File: config.mk
export PLATFORM = sky130hd
export DESIGN_NAME = trap_sequencer
export DESIGN_NICKNAME = d
export VERILOG_FILES = /design/src/rtl/trap_sequencer.sv
export SDC_FILE = /design/constraint.sdc
export NUM_CORES = 1
export LEC_CHECK = 0
export CAP_MARGIN = 20
export CELL_PAD_IN_SITES_DETAIL_PLACEMENT = 1
export CELL_PAD_IN_SITES_GLOBAL_PLACEMENT = 1
export CORE_MARGIN = 3
export CORE_UTILIZATION = 26
export CTS_CLUSTER_DIAMETER = 150
export DETAILED_ROUTE_END_ITERATION = 8
export PLACE_DENSITY = 0.82
export SLEW_MARGIN = 25
export SYNTH_ARGS = -nofsm -noshare
export SYNTH_HDL_FRONTEND = slang
export SYNTH_SLANG_ARGS = --single-unit
File: constraint.sdc
create_clock -name clk_i -period 4.3 [get_ports clk_i]
set_input_delay 0.86 -clock clk_i [delete_from_list [all_inputs] [get_ports clk_i]]
set_output_delay 0.86 -clock clk_i [all_outputs]
set_load 0.02 [all_outputs]
File: src/rtl/trap_sequencer.sv
// Execute-stage trap/interrupt sequencer: arbitrates exceptions, MRET and M-mode
// interrupts, strobes trap entry to the CSR file and redirects fetch.
module trap_sequencer #(
  parameter int XLEN        = 32,
  parameter int SYNC_STAGES = 2
) (
  input  logic            clk_i,
  input  logic            rst_i,
  input  logic            stall_i,
  input  logic            exc_valid_i,
  input  logic [XLEN-1:0] exc_cause_i,
  input  logic [XLEN-1:0] exc_pc_i,
  input  logic [XLEN-1:0] exc_tval_i,
  input  logic            mret_i,
  input  logic            commit_valid_i,
  input  logic [XLEN-1:0] commit_pc_i,
  input  logic            irq_sw_i,
  input  logic            irq_timer_i,
  input  logic            irq_ext_i,
  input  logic            mstatus_mie_i,
  input  logic [XLEN-1:0] mie_i,
  input  logic [XLEN-1:0] mtvec_i,
  input  logic [XLEN-1:0] mepc_i,
  input  logic            redirect_ready_i,
  output logic            trap_active_o,
  output logic [XLEN-1:0] trap_cause_o,
  output logic [XLEN-1:0] trap_mepc_o,
  output logic [XLEN-1:0] trap_tval_o,
  output logic [XLEN-1:0] mip_o,
  output logic            flush_o,
  output logic            redirect_valid_o,
  output logic [XLEN-1:0] redirect_pc_o,
  output logic            busy_o
);

  // Redirect handshake: redirect_valid_o stays high with redirect_pc_o stable
  // until the cycle redirect_ready_i is high; that cycle completes the transfer.
  typedef enum logic [1:0] {IDLE, TRAP, REDIRECT} state_t;

  state_t state_q, state_d;

  logic [SYNC_STAGES-1:0] sync_sw_q, sync_tm_q, sync_ext_q;
  logic [XLEN-1:0] cause_q, epc_q, tval_q, target_q, trap_target;
  logic            is_irq_q;
  logic [3:0]      code_q, irq_code;
  logic            pend_sw, pend_tm, pend_ext, irq_any;
  logic            idle_open, accept_exc, accept_mret, accept_irq;
  logic            unused_mie;

  always_ff @(posedge clk_i or posedge rst_i) begin
    if (rst_i) begin
      sync_sw_q  <= '0;
      sync_tm_q  <= '0;
      sync_ext_q <= '0;
    end else begin
      sync_sw_q  <= {sync_sw_q[SYNC_STAGES-2:0], irq_sw_i};
      sync_tm_q  <= {sync_tm_q[SYNC_STAGES-2:0], irq_timer_i};
      sync_ext_q <= {sync_ext_q[SYNC_STAGES-2:0], irq_ext_i};
    end
  end

  always_comb begin
    mip_o     = '0;
    mip_o[3]  = sync_sw_q[SYNC_STAGES-1];
    mip_o[7]  = sync_tm_q[SYNC_STAGES-1];
    mip_o[11] = sync_ext_q[SYNC_STAGES-1];
  end

  assign unused_mie = ^{mie_i[XLEN-1:12], mie_i[10:8], mie_i[6:4], mie_i[2:0]};

  assign pend_ext = mstatus_mie_i & mie_i[11] & mip_o[11];
  assign pend_sw  = mstatus_mie_i & mie_i[3]  & mip_o[3];
  assign pend_tm  = mstatus_mie_i & mie_i[7]  & mip_o[7];
  assign irq_any  = pend_ext | pend_sw | pend_tm;

  always_comb begin
    irq_code = 4'd7;
    if (pend_ext)     irq_code = 4'd11;
    else if (pend_sw) irq_code = 4'd3;
  end

  assign idle_open   = (state_q == IDLE) && !stall_i;
  assign accept_exc  = idle_open && exc_valid_i;
  assign accept_mret = idle_open && !exc_valid_i && mret_i;
  assign accept_irq  = idle_open && !exc_valid_i && !mret_i && commit_valid_i && irq_any;

  // Vectored mode only applies to interrupts; exceptions always use the base.
  always_comb begin
    trap_target = mtvec_i & ~XLEN'(3);
    if (mtvec_i[1:0] == 2'b01 && is_irq_q)
      trap_target = (mtvec_i & ~XLEN'(3)) + (XLEN'(code_q) << 2);
  end

  always_ff @(posedge clk_i or posedge rst_i) begin
    if (rst_i) begin
      cause_q  <= '0;
      epc_q    <= '0;
      tval_q   <= '0;
      is_irq_q <= 1'b0;
      code_q   <= '0;
      target_q <= '0;
    end else begin
      if (accept_exc) begin
        cause_q  <= exc_cause_i;
        epc_q    <= exc_pc_i;
        tval_q   <= exc_tval_i;
        is_irq_q <= 1'b0;
        code_q   <= '0;
      end else if (accept_irq) begin
        cause_q  <= {1'b1, {(XLEN-5){1'b0}}, irq_code};
        epc_q    <= commit_pc_i;
        tval_q   <= '0;
        is_irq_q <= 1'b1;
        code_q   <= irq_code;
      end
      if (accept_mret)
        target_q <= mepc_i;
      else if (state_q == TRAP)
        target_q <= trap_target;
    end
  end

  always_ff @(posedge clk_i or posedge rst_i) begin
    if (rst_i) state_q <= IDLE;
    else       state_q <= state_d;
  end

  always_comb begin
    state_d = state_q;
    case (state_q)
      IDLE: begin
        if (accept_exc || accept_irq) state_d = TRAP;
        else if (accept_mret)         state_d = REDIRECT;
      end
      TRAP:     state_d = REDIRECT;
      REDIRECT: if (redirect_ready_i) state_d = IDLE;
      default:  state_d = IDLE;
    endcase
  end

  always_comb begin
    trap_active_o    = 1'b0;
    trap_cause_o     = '0;
    trap_mepc_o      = '0;
    trap_tval_o      = '0;
    flush_o          = 1'b0;
    redirect_valid_o = 1'b0;
    redirect_pc_o    = '0;
    busy_o           = (state_q != IDLE);
    case (state_q)
      IDLE: flush_o = accept_mret;
      TRAP: begin
        trap_active_o = 1'b1;
        flush_o       = 1'b1;
        trap_cause_o  = cause_q;
        trap_mepc_o   = epc_q;
        trap_tval_o   = tval_q;
      end
      REDIRECT: begin
        redirect_valid_o = 1'b1;
        redirect_pc_o    = target_q;
      end
      default: ;
    endcase
  end

endmodule

==> reports/metrics.yaml <==
routing:
  detail_route.first_pass.iterations: 4
  first_iter_violations: 236
  drt.antenna.violating_nets: 0
  via_per_inst: 4.65
  routed_wirelength_um: 27000
  dr_total_vias: 6658
  detail_route.drc_violations: 0
  routed_wirelength_normalized_by_instance_count_um: 18.9
power_and_ir_drop:
  vdd.ir_drop.worst_mv: 0.193
  p_per_area_mw_per_mm2: 435
  netSwitchingFraction_pct: 32.6
  power.net_switching_w: 0.00165
  sequentialPowerShare_pct: 39.4
  power.combinational.fraction_pct: 31.0
  power.leakage_nw: 4.73
  internal_power_w: 0.00341
  finalPower_w: 0.00506
  power_frac_clock_pct: 29.6
floorplanning:
  number_of_ports_placed_on_the_die_boundary: 399
  die_height_um: 175
  core-area_mm2: 0.0280
  design.die.area_mm2: 0.0307
  core.rowCount: 61
  die_width_um: 175
  floorplan.initialDensity_pct: 26.6
grt:
  first_global_vias: 7309
  antenna_violations_before_repair: 1
  grt_max_degree: 126
  globalRoute.totalOverflow: 0
  wire_length_of_the_first_global_routing_pass_um: 41900
  total_track_usage_pct: 17.2
timing:
  final_hold_viol_count: 0
  remaining_max_slew_budget_at_the_tightest_pin_pct: 49.3
  period_share_pct: 79.3
  skew_final_ns: 0.0106
  final_min_period_ns: 3.41
  finalSetupViolations: 0
  tightestPinTransition_ns: 0.759
  finalSetupTns_ns: 0
  timing_max_transition_violations_final: 0
  fmax_mhz: 293
  worst_hold_slack_ns: 0.360
  grt_setup_unrepaired: "no"
layout:
  final_layout_size_suffix_gt1_share_pct: 6.94
  mostFrequentLayoutCell: "sky130_fd_sc_hd__clkdlybuf4s50_1"
  fin_util_pct: 41.6
  nNetsFinal: 1279
  layout.cells.most_common_list: "sky130_fd_sc_hd__clkdlybuf4s50_1 (340), sky130_fd_sc_hd__dfrtp_1 (139), sky130_fd_sc_hd__and2_1 (132), sky130_fd_sc_hd__nand2_1 (68), sky130_fd_sc_hd__a22o_1 (60)"
  synthToLayoutAreaGrowth_pct: 56.2
  finalNonFillerCells: 1431
  layout.filler_cells: 3104
synth:
  yosys-top-cells-area: "sky130_fd_sc_hd__dfrtp_1 (47%), sky130_fd_sc_hd__and2_1 (11%), sky130_fd_sc_hd__a22o_1 (7.0%)"
  netlist_area_mm2: 0.00746
  dominantRegCellSynth: "sky130_fd_sc_hd__dfrtp_1"
  synth_cells: 723
  netlist.top_cell.by_area: "sky130_fd_sc_hd__dfrtp_1"
  async_flop_share_pct: 100
  synth_top_area_share_pct: 46.6
  flip_flop_and_latch_count_after_synthesis: 139
  synth-edff-count: 0
  yosysUniqueCellTypes: 54
  avgSynthCellArea_um2: 10.3
  yosysSeqAreaShare_pct: 46.6
  yosys_warnings: 0
clock_tree:
  number_of_buffers_inserted_during_clock_tree_synthesis: 17
  cts_tree: "built"
  clock_sinks: 139
  post-cts-setup-buffers: 0
  ctsLongestPathBuffers: 2
  insertion_delay_ns: 0.41
  clk_pin_slew_worst_setup_hold_paths_ns: 0.07
  cts_root_buffer: "sky130_fd_sc_hd__clkbuf_16"
  cts-hold-fix-buffers: 0
  htreeDepth: 4
  post_cts_resize_count: 0
critical_path:
  worst_ep_required_time_ns: 3.44
  setup.worst_path.end_class: "primary output"
  ff2ff_setup_slack_ns: 1.92
  cp_data_arrival_time_ns: 2.55
  slowest_delay_ns: 0.63
  timing.setup.critical_path_class: "reg -> out"
  cell_by_cell_trace_of_the_critical_path: "nor2b_2 > buf_4 > and2_1 > clkdlybuf4s50_1"
  crit_path_top_delay_cell: "sky130_fd_sc_hd__clkdlybuf4s50_1"
  crit_path_max_fanout: 18
  setup.worst_path.start_class: "register"
place:
  place.gp.congestion: 0.764
  place.port_buffers: 340
  dpl.hpwl_um: 19900
  place_inst: 1398
hold_path:
  hold_class: "reg -> reg"
job:
  max_cap_viol_count: 0
run_status:
  outcome: "complete, no violations"
## synthesized netlist by cell type, types with 14 or more instances
cell                       instances
sky130_fd_sc_hd__a22oi_1          15
sky130_fd_sc_hd__dfrtp_1         139
sky130_fd_sc_hd__buf_4            37
sky130_fd_sc_hd__nand2_1          68
sky130_fd_sc_hd__clkbuf_1         20
sky130_fd_sc_hd__buf_2            18
sky130_fd_sc_hd__mux2i_1          36
sky130_fd_sc_hd__and2_1          132
sky130_fd_sc_hd__nand3_1          14
sky130_fd_sc_hd__xor2_1           14
sky130_fd_sc_hd__a22o_1           60
sky130_fd_sc_hd__o21ai_0          44
## final timing paths
kind | from | to | cells after the start
worst max-delay path | state_q[1] | redirect_pc_o[31] | 4
worst min-delay path | sync_tm_q[0] | sync_tm_q[1] | 0
worst max register to register | code_q[1] | target_q[26] | 7
worst min register to register | sync_tm_q[0] | sync_tm_q[1] | 0
max in group asynchronous | rst_i | epc_q[16] | 3
min in group asynchronous | rst_i | tval_q[15] | 2
## stage by stage
stage	instance area, µm²	worst slack [ns]
3_5_place_dp	11100	0.929
5_1_grt	11600	0.695
4_1_cts	11600	0.816
6_report	11600	0.889
2_1_floorplan	7570	1.68
3_3_place_gp	11100	0.943
## worst max-delay path, delay by kind of cell (launching register included)
| family | cells | cell delay, ns |
|---|---|---|
| buffers and inverters | 2 | 0.96 |
| AND/OR/NAND/NOR | 2 | 0.74 |
| flip-flops | 1 | 0.43 |
## routing by layer
layer,vias to the layer above,wire (µm),GRT usage [%]
li1,3110,-,-
met1,3324,11100,20.5
met2,206,13800,30.7
met3,18,1700,4.82
met4,0,384,4.36
met5,-,0,0
## cell type report
cell class,instances,area (µm²),share of cell area (%)
flip-flops and latches,139,3480,29.9
clock buffers,18,439,3.77
well taps,378,473,4.06
repair buffers,352,3520,30.2
multi-input cells,523,3560,30.5
clock inverters,14,153,1.31
diodes,1,2.50,0.0215
inverters,6,26.3,0.226
## power by group through the flow
stage                     clock [W]  combinational [W]  sequential [W]
final                       0.00150            0.00157         0.00199
after detailed placement          0            0.00160         0.00201
after global routing        0.00162            0.00172         0.00205
after global placement            0            0.00154         0.00198
after CTS                   0.00157            0.00160         0.00199
after floorplan                   0           0.000952         0.00193
## cells by family after synthesis
logic type,count (synthesis),synth area share [%]
AOI/OAI and AO/OA,163,16.4
xor gates and xnor gates,26,3.05
adders and majority gates,5,0.940
buffers and inverters,89,7.37
DFF,139,46.6
muxes,36,4.83
other,1,0.0503
and+or+nand+nor,264,20.7
## registers in the layout (all words and copies together) (netlist names)
signal	cells
code_q	3
sync_ext_q	2
tval_q	32
sync_sw_q	2
epc_q	32
target_q	32
cause_q	32
state_q	2
sync_tm_q	2
Note: power is estimated with default switching activity, not from simulation.
==> patch: new RTL, same flow settings <==
`XLEN`: 32 -> 40.
--- a/src/rtl/trap_sequencer.sv
+++ b/src/rtl/trap_sequencer.sv
@@ -2,5 +2,5 @@
 // interrupts, strobes trap entry to the CSR file and redirects fetch.
 module trap_sequencer #(
-  parameter int XLEN        = 32,
+  parameter int XLEN        = 40,
   parameter int SYNC_STAGES = 2
 ) (
Interface: changed (12 resized); port bits go from 399 to 495. The function was not compared with the original's and may differ.
==> patch against the original RTL <==
- cell area is 25% higher
- register-to-register slack worse by 340 ps
- die area up 25%
- total power grew 19%
- sequential cell count grew 32
- first-iteration DRC count up 28%
- worst setup slack worse by 140 ps
- routed wire length up 38%
- synthesized area rose by 26%
- critical path depth is 1 higher
- clock skew grew 7.6 ps
- critical path type unchanged
==> patch: results (changes against the original RTL) <==
| Metric | Value |
|---|---|
| Status | completed |
| Unique masters post-synth | 50 (-7.4%) |
| Hold path start | sync_ext_q[0] |
| Final nets | 1771 (+38%) |
| Initial DRC Count | 301 (+28%) |
| First-pass GRT wire length | 58200 um (+39%) |
| Synth top area cells | dfrtp_1 (45%), and2_1 (11%), nand2_1 (9.6%), nand3_1 (5.4%), mux2i_1 (4.7%) |
| Detailed placement HPWL | 27700 um (+39%) |
| Drt pass-1 iters | 5 (+1) |
| Actual slew at the worst max-slew pin | 911 ps (+152 ps) |
| Worst-Skew Late Latency | 460 ps (+50 ps) |
| Leak Pwr | 6.49 nW (+37%) |
| Drt wl/cell | 19.2 um (+1.6%) |
| IO buf count | 420 (+24%) |
| Post-synth top cells | nand2_1 (240), dfrtp_1 (171), and2_1 (165) |
| Crit-path max FO | 81 (+63) |
| Fin Clk Skew | 18.3 ps (+7.62 ps) |
| Antenna cells | 0 (-1) |
| Pre-CTS WS | 768 ps (-161 ps) |
| Total GRT Usage | 19.1% (+1.9 points) |
| Switch Pwr | 2.07 mW (+25%) |
| Routed vias/inst | 4.78 (+2.7%) |
| Routability Congestion | 0.797 (+4.4%) |
| Worst EP arrival | 2690 ps (+140 ps) |
| Area after DPL | 14000 sq um (+26%) |
-- patch: layout make-up --
class,count,share of cell area (%)
Clock inverter,11,0.739
Clock buffer,21,3.23
Sequential cell,171,29.4
Timing Repair Buffer,438,30.2
Multi-Input combinational cell,833,32.0
Tap cell,461,3.96
Inverter,14,0.395
-- patch: critical path, stage by stage, from the launching register on --
cell	delay, ps
dfrtp_1	420
nand2b_2	210
clkinv_2	50
buf_4	560
and2_1	290
clkdlybuf4s50_1	630
-- patch: power by group through the flow --
| stage | clock network [mW] | logic, mW | registers [mW] |
|---|---|---|---|
| floorplan | 0 | 1.17 | 2.37 |
| global placement | 0 | 1.94 | 2.44 |
| detailed placement | 0 | 2.02 | 2.48 |
| CTS | 1.63 | 2.04 | 2.45 |
| global route | 1.70 | 2.23 | 2.53 |
| finish | 1.59 | 2.01 | 2.45 |
-- patch: kinds of logic (layout without fill, tap and decap cells) --
group / count (synthesis) / after routing / synth area share [%]
DFF: 171 / 171 / 45.4
xor gates and xnor gates: 24 / 24 / 2.23
AOI/OAI and AO/OA: 126 / 126 / 8.15
other: 1 / 37 / 0.0398
muxes: 44 / 44 / 4.67
buffers and inverters: 127 / 484 / 6.85
and+or+nand+nor: 597 / 597 / 31.9
adders and majority gates: 5 / 5 / 0.743
-- patch: final timing paths --
kind | to | slack (ps) | depth (start not counted)
worst max-delay path | trap_cause_o[36] | 750 | 5
worst min-delay path | sync_ext_q[1] | 360 | 0
worst max register to register | target_q[34] | 1580 | 8
worst min register to register | sync_ext_q[1] | 360 | 0
max in group asynchronous | cause_q[7] | 2780 | 3
min in group asynchronous | epc_q[3] | 790 | 2
-- patch: per-layer routing --
| metal | vias to the layer above | share of wire (%) | track usage (%) |
|---|---|---|---|
| li1 | 4355 | - | - |
| met1 | 4597 | 38 | 22.0 |
| met2 | 302 | 51 | 33.4 |
| met3 | 56 | 7.6 | 6.15 |
| met4 | 4 | 3.1 | 7.16 |
| met5 | - | 0.083 | 0 |
-- patch: per-stage QoR --
step           utilization, %  std cells
6_report                 40.8       1949
5_1_grt                  40.8       1949
4_1_cts                  40.8       1949
3_5_place_dp             39.2       1917
3_3_place_gp             39.2       1917
2_1_floorplan               -       1131
